===== src/rtl/alu_rr_arbiter.sv =====
// Purpose: round-robin share of one combinational ALU between two requesters.
// Latency: accept edge -> rsp_valid high after 2 edges; issue interval >= 3 cycles.
// Backpressure: req_ready only in IDLE; response held stable until rsp_ready[owner].
//
// Ports:
//   clk, rst_n                 clock, asynchronous active-low reset
//   req_valid/req_ready [1:0]  per-requester request handshake (ready one-hot or zero)
//   req_{a,b,op,sub,cin}{0,1}  requester operands and controls
//   alu_{a,b,opcode,sub,cin}   registered drive of the shared ALU inputs
//   alu_{result,z,n,o,cout}    ALU outputs, sampled at the end of EXEC
//   rsp_valid/rsp_ready [1:0]  response handshake, bit i = owning requester
//   rsp_{result,z,n,o,cout,err} captured response (err = illegal opcode 111)
module alu_rr_arbiter #(
  parameter int WIDTH = 32
) (
  input  logic             clk,
  input  logic             rst_n,
  input  logic [1:0]       req_valid,
  output logic [1:0]       req_ready,
  input  logic [WIDTH-1:0] req_a0,
  input  logic [WIDTH-1:0] req_b0,
  input  logic [2:0]       req_op0,
  input  logic             req_sub0,
  input  logic             req_cin0,
  input  logic [WIDTH-1:0] req_a1,
  input  logic [WIDTH-1:0] req_b1,
  input  logic [2:0]       req_op1,
  input  logic             req_sub1,
  input  logic             req_cin1,
  output logic [WIDTH-1:0] alu_a,
  output logic [WIDTH-1:0] alu_b,
  output logic [2:0]       alu_opcode,
  output logic             alu_sub,
  output logic             alu_cin,
  input  logic [WIDTH-1:0] alu_result,
  input  logic             alu_z,
  input  logic             alu_n,
  input  logic             alu_o,
  input  logic             alu_cout,
  output logic [1:0]       rsp_valid,
  input  logic [1:0]       rsp_ready,
  output logic [WIDTH-1:0] rsp_result,
  output logic             rsp_z,
  output logic             rsp_n,
  output logic             rsp_o,
  output logic             rsp_cout,
  output logic             rsp_err
);

  localparam logic [1:0] IDLE = 2'd0;
  localparam logic [1:0] EXEC = 2'd1;
  localparam logic [1:0] RESP = 2'd2;
  localparam logic [2:0] OP_ILLEGAL = 3'b111;

  logic [1:0] state;
  logic       owner;
  logic       last_grant;
  logic [1:0] grant;
  logic       accept;
  logic       winner;
  logic       rsp_done;

  // On contention the requester that did not win last time goes first.
  always_comb begin
    grant = 2'b00;
    case (req_valid)
      2'b01:   grant = 2'b01;
      2'b10:   grant = 2'b10;
      2'b11:   grant = last_grant ? 2'b01 : 2'b10;
      default: grant = 2'b00;
    endcase
  end

  assign req_ready = (state == IDLE) ? grant : 2'b00;
  assign accept    = |(req_valid & req_ready);
  assign winner    = req_ready[1];
  // Only the owner's ready bit completes the response.
  assign rsp_done  = (state == RESP) && rsp_ready[owner];

  always_ff @(posedge clk or negedge rst_n) begin
    if (!rst_n) begin
      state      <= IDLE;
      owner      <= 1'b0;
      last_grant <= 1'b1;
      alu_a      <= '0;
      alu_b      <= '0;
      alu_opcode <= 3'b000;
      alu_sub    <= 1'b0;
      alu_cin    <= 1'b0;
      rsp_valid  <= 2'b00;
      rsp_result <= '0;
      rsp_z      <= 1'b0;
      rsp_n      <= 1'b0;
      rsp_o      <= 1'b0;
      rsp_cout   <= 1'b0;
      rsp_err    <= 1'b0;
    end else begin
      case (state)
        IDLE: begin
          if (accept) begin
            state      <= EXEC;
            owner      <= winner;
            last_grant <= winner;
            alu_a      <= winner ? req_a1   : req_a0;
            alu_b      <= winner ? req_b1   : req_b0;
            alu_opcode <= winner ? req_op1  : req_op0;
            alu_sub    <= winner ? req_sub1 : req_sub0;
            alu_cin    <= winner ? req_cin1 : req_cin0;
          end
        end
        EXEC: begin
          // ALU has settled on the registered operands by the end of this cycle.
          state     <= RESP;
          rsp_valid <= owner ? 2'b10 : 2'b01;
          if (alu_opcode == OP_ILLEGAL) begin
            rsp_result <= '0;
            rsp_z      <= 1'b0;
            rsp_n      <= 1'b0;
            rsp_o      <= 1'b0;
            rsp_cout   <= 1'b0;
            rsp_err    <= 1'b1;
          end else begin
            rsp_result <= alu_result;
            rsp_z      <= alu_z;
            rsp_n      <= alu_n;
            rsp_o      <= alu_o;
            rsp_cout   <= alu_cout;
            rsp_err    <= 1'b0;
          end
        end
        RESP: begin
          if (rsp_done) begin
            state     <= IDLE;
            rsp_valid <= 2'b00;
          end
        end
        default: begin
          state     <= IDLE;
          rsp_valid <= 2'b00;
        end
      endcase
    end
  end

endmodule


===== config.mk =====
export PLATFORM = sky130hd
export DESIGN_NAME = alu_rr_arbiter
export DESIGN_NICKNAME = d
export VERILOG_FILES = /design/src/rtl/alu_rr_arbiter.sv
export SDC_FILE = /design/constraint.sdc
export NUM_CORES = 1
export LEC_CHECK = 0
export ABC_AREA = 1
export BUFFER_PORTS_ARGS = -buffer_cell sky130_fd_sc_hd__buf_2
export CAP_MARGIN = 20
export CORE_UTILIZATION = 30
export CTS_CLUSTER_DIAMETER = 120
export DETAILED_ROUTE_END_ITERATION = 6
export SKIP_LAST_GASP = 1
export SYNTH_ARGS = -nofsm -noshare
export SYNTH_HDL_FRONTEND = slang
export SYNTH_SLANG_ARGS = --single-unit

===== constraint.sdc =====
create_clock -name clk -period 3.18 [get_ports clk]
set_clock_uncertainty 0.2 [all_clocks]
set_input_delay 0.477 -clock clk [delete_from_list [all_inputs] [get_ports clk]]
set_output_delay 0.477 -clock clk [all_outputs]
set_load 0.01 [all_outputs]

## Yosys cells after proc, flatten, opt, wreduce, memory -nomap -nowiden

Cells that the tools add are included.

- Bitwise logic cells: 2
- Magnitude comparators: 1
- Multiplexer cells: 21
- Multipliers: 0
- Reductions and logical operators: 6
- Shift operators: 0
- Equality and inequality tests: 8
- Divide/modulo/power cells: 0
- $add $sub $neg: 0

Operator list:

| cell | count |
|---|---|
| two-way mux 32 bit | 3 |
| case mux 2 bit (3 select lines) | 3 |
| two-way mux 2 bit | 5 |
| two-way mux 1 bit | 9 |
| equality test 2 bit, second input constant | 3 |
| AND reduction 2 bit | 3 |
| equality test 2 x 1 -> 1 bit, second input constant | 2 |
| inequality test 2 bit, second input constant | 2 |
| equality test 3 bit, second input constant | 1 |
| two-way mux 3 bit | 1 |
| bitwise AND 2 bit | 1 |
| zero test 2 bit | 1 |
| < comparator 1 x 2 -> 1 bit, second input constant | 1 |
| OR reduction 2 bit | 1 |
| logical AND 1 bit | 1 |
| NOT 1 bit | 1 |

- Register bits after elaboration: 112
- Memory bits (read-only): 0
- Bits of input ports: 180
- Latch bits: 0
- Output and inout port bits: 110
- RAM bits: 0
- Memories: 0
- Logic and storage cells: 53

## Logic depth before layout (Yosys ltp)

- Depth after elaboration: 7
- Depth in mapped cells: 9

## Worst setup path before layout

OpenSTA, ideal clock, no wires.

- Path kind: input to output
- Start point: input req_valid[1]
- End point: output req_ready[0]
- Cell stages on the path: 7
- Path buffers: 3
- Arrival: 1.231 ns
- Setup slack: 1.272 ns
- Data required time: 2.503 ns
- Path through: buf_4 > inv_2 > nand2_2 > buf_6 > nand3_4 > buf_6 > inv_1

- Longest elaborated chain between the ends: 3

Ends and longest elaborated chain:

| item | line | RTL |
|---|---|---|
| start: declaration | 18 | `input logic [1:0] req_valid,` |
| equality test 2 bit or equality test 2 x 1 -> 1 bit (tied branches) | 66 | `case (req_valid)` |
| case mux 2 bit (3 select lines) * | 66 |  |
| two-way mux 2 bit * | 74 | `assign req_ready = (state == IDLE) ? grant : 2'b00;` |
| end: declaration | 19 | `output logic [1:0] req_ready,` |

Mark *: on every way between the ends. The rest lies on a longest branch, timed or not.

## Final worst setup path

- Start point: register last_grant
- End point: output req_ready[0]

- Longest elaborated chain between the ends: 3

Ends and longest elaborated chain:

| item | line | RTL |
|---|---|---|
| start: declaration | 57 | `logic last_grant;` |
| start signal: assignment | 103 | `last_grant <= winner;` |
| two-way mux 2 bit | 69 | `2'b11: grant = last_grant ? 2'b01 : 2'b10;` |
| case mux 2 bit (3 select lines) | 66 |  |
| two-way mux 2 bit | 74 |  |

Every way passes these cells.

==> metrics.md <==
| Metric | Value |
|---|---|
| Largest family of logic cells by synthesized area | simple AND/OR/NAND/NOR gates |
| CP required | 2.50 ns |
| Routability Congestion | 0.781 |
| Vias in the first global route | 5570 |
| CP Cell Sequence | nand2_1, nand2_1, nand3_4, inv_1, buf_2 |
| R2R Path End | alu_opcode[1]$_DFFE_PN0P_ |
| DRT Pass-1 Iters | 5 |
| Row Count | 49 |
| Most used cell, CP | nand2_1 |
| Status | completed |
| CTS tree | done |
| Async set-or-reset flop fraction in the synthesized netlist | 100% |
| RSZ-0062 raised after global routing | no |
| Fin. max-slew vios | 0 |
| Post-Synth Adder-Cell Area | 0% |
| Top FF cell, synth | dfrtp_1 |
| First-pass GRT wire length | 28.0 mm |
| Floorplan die height | 139 um |
| Fmax | about 380 MHz |
| Post-layout instance area | approximately 7600 um2 |
| Clock Tree Buf Depth | 2 |
| Leakage Power | 4.85 nW |
| Syn. warnings | 0 |
| Fin. Hold Viols | 0 |
| Crit path to | req_ready[0] |
| H-Tree Depth | 3 |
| Fin Setup TNS | 0 ns |
| Largest net degree at the start of global routing | a little over 70 |
| Hold WC Path Type | input port to flip-flop |
| VDD IR-drop max | roughly 290 uV |
| ANT nets after route | 0 |
| Area contributors post-synth | dfrtp_1 (49%), nand2_1 (27%), inv_1 (6.5%) |
| Nets | 1233 |
| Antenna violations before repair | 3 |
| CTS resizes | 0 |
| Period utilisation layout | 83.4% |
| Sink Count | around 110 |
| I/O Buffers | 289 |
| Int Pwr | 4.07 mW |
| Clock power frac | 17.4% |
| Sw power | around 3.1 mW |
| Flop and latch count out of synthesis | 112 |
| DP HPWL | about 12 mm |
| Tmin final | 2.65 ns |
| Sequential area share after synthesis | 49.5% |
| PD cells | 952 nW/um2 |
| Post-Syn Area | 5670 um2 |
| Share of cells above drive strength 1 | 31.9% |
| Post-Synth XOR/XNOR Area | 0% |
| Clk Latency, worst-skew pair | 0.35 ns |
| Compound-cell area share of the yosys netlist | 0.0883% |
| Post-synthesis mux area share | 0% |
| Slowest CP cell | dfstp_2 |
| DIE AREA | 19500 um2 |
| Total CTS buffers | 9 |
| Reg power frac | 35.4% |
| Area delta synth->final | 33.5% |
| DIE WIDTH | 139 um |
| Cells after Synth | between 700 and 800 |
| MaxCap Viol Count | 0 |
| Post-synth EDFFs | 0 |
| Post-synth top area share | 49.0% |
| Syn avg cell area | slightly above 7 um2 |
| Syn Nets | 964 |
| Largest area contributor in the netlist | dfrtp_1 |
| WP data arrival | between 1.5 and 2 ns |
| Count leader, synth | nand2_1 |
| Worst r2r src | last_grant$_DFFE_PN1P_ |
| WS Path Type | flip-flop to output port |
| Post-CTS Setup Bufs | 0 |
| Net Sw Frac | 43.5% |
| Residual DRC | 0 |
| Worst-path clk slew | 0.08 ns |
| Worst Setup End Kind | output port |
| Gr usage total | 18.4% |
| Aggregate global routing overflow | 0 |
| Yosys cell types | 22 |
| Setup violators final | 0 |
| Comb pwr share | between 40% and 50% |
| Commonest cells in the netlist | nand2_1 (411), dfrtp_1 (111), inv_1 (98), nand3_1 (71), nand4_1 (24) |
| Core area | 18300 um2 |
| CP startpoint | last_grant$_DFFE_PN1P_ |
| R2R depth | 6 |
| Crit Path Max Fanout | 20 |
| Via-to-Cell Ratio | 4.39 |
| Startpoint types | flip-flop |
| Starting Density | 31.0% |
| Clk root buf | clkbuf_16 |
| Hold path depth | 3 |
| Synth Area in Simple Gates | 38.7% |
| Worst Tran Pin Value | 0.756 ns |
| Via count | 5666 |
| Placed Area | ~7200 um2 |
| Final WL | 17.4 mm |
| FF-to-FF setup slack | slightly above 0.8 ns |
| Max incr delay on CP | approximately 0.53 ns |
| # IOs | 290 |
| Initial DRC count | 248 |
| Drt wl/cell | roughly 13 um |
| Slew margin rel. | between 40% and 50% |
==> power by group through the flow <==
| stage | clock [mW] | sequential, mW | combinational (mW) |
|---|---|---|---|
| final | 1.25 | 2.55 | 3.40 |
| after global routing | 1.35 | 2.64 | 3.85 |
| after CTS | 1.30 | 2.55 | 3.47 |
| after detailed placement | 0 | 2.55 | 3.47 |
| after global placement | 0 | 2.58 | 3.42 |
| after floorplan | 0 | 2.87 | 1.90 |
==> stage by stage <==
step	utilization, %	cells	hold WS (ns)	setup slack, ns	total power [mW]
global placement	39.5	1270	0.254	0.762	5.99
floorplan	-	784	-0.0186	1.27	4.77
global route	41.4	1290	0.0980	0.387	7.84
CTS	41.4	1287	0.0923	0.525	7.32
finish	41.4	1290	0.110	0.529	7.21
detailed placement	39.5	1270	0.257	0.712	6.03
==> cells in the final DEF (no fill, tap or decap), types with 2 or more instances in the layout <==
cell	instances
inv_1	98
nand3_1	71
nand2_2	11
inv_2	4
dfrtp_1	111
inv_6	2
nor2_1	3
clkbuf_16	9
bufinv_16	2
buf_2	288
nand4_1	24
buf_4	11
clkinv_4	2
nand2_1	411
diode_2	3
==> worst max-delay path: cells and delay by family, from the launching register on <==
family / cells / cell delay [ns]
simple gates: 3 / 0.84
flops: 1 / 0.53
buf+inv: 2 / 0.25
==> worst min path at each step <==
stage / from / endpoint
after detailed placement: rsp_valid[0]$_DFFE_PN0P_ / rsp_valid[0]$_DFFE_PN0P_
final: alu_z / rsp_z$_DFFE_PN0N_
after global routing: alu_result[16] / rsp_result[16]$_DFFE_PN0N_
after global placement: last_grant$_DFFE_PN1P_ / last_grant$_DFFE_PN1P_
after floorplan: rst_n / alu_a[0]$_DFFE_PN0P_
after CTS: alu_result[11] / rsp_result[11]$_DFFE_PN0N_
==> cells by family after synthesis <==
logic type | count (synthesis)
AOI/OAI and AO/OA | 1
buffers and inverters | 146
DFF | 112
and+or+nand+nor | 525
==> sequential cells by signal (all words and copies together), names as in the netlist, 2 cells and up <==
signal,count
rsp_result,32
alu_b,32
rsp_valid,2
alu_a,32
alu_opcode,3
state,2
==> metal layers <==
| layer | wire (um) | global-route usage, % | part of all wire (%) |
|---|---|---|---|
| met1 | 7450 | 21.8 | 43 |
| met2 | 8480 | 32.3 | 49 |
| met3 | 1000 | 3.96 | 5.7 |
| met4 | 455 | 7.49 | 2.6 |
| met5 | 12 | 0 | 0.069 |
==> repair_timing <==
item | in CTS | in global routing
hold buffers | 1 | 0
setup endpoints to repair | 0 | 0
hold endpoints to repair | 41 | 0
==> area by class of cell <==
cell class | count | area [um2]
Antenna cell | 3 | 7.51
Clock buffer | 9 | 225
Clock inverter | 7 | 103
Fill cell | 1927 | 10700
Inverter | 103 | 389
Multi-Input combinational cell | 526 | 2200
Sequential cell | 112 | 2800
Tap cell | 229 | 287
Timing Repair Buffer | 301 | 1550
Note: power is estimated with default switching activity, not from simulation.
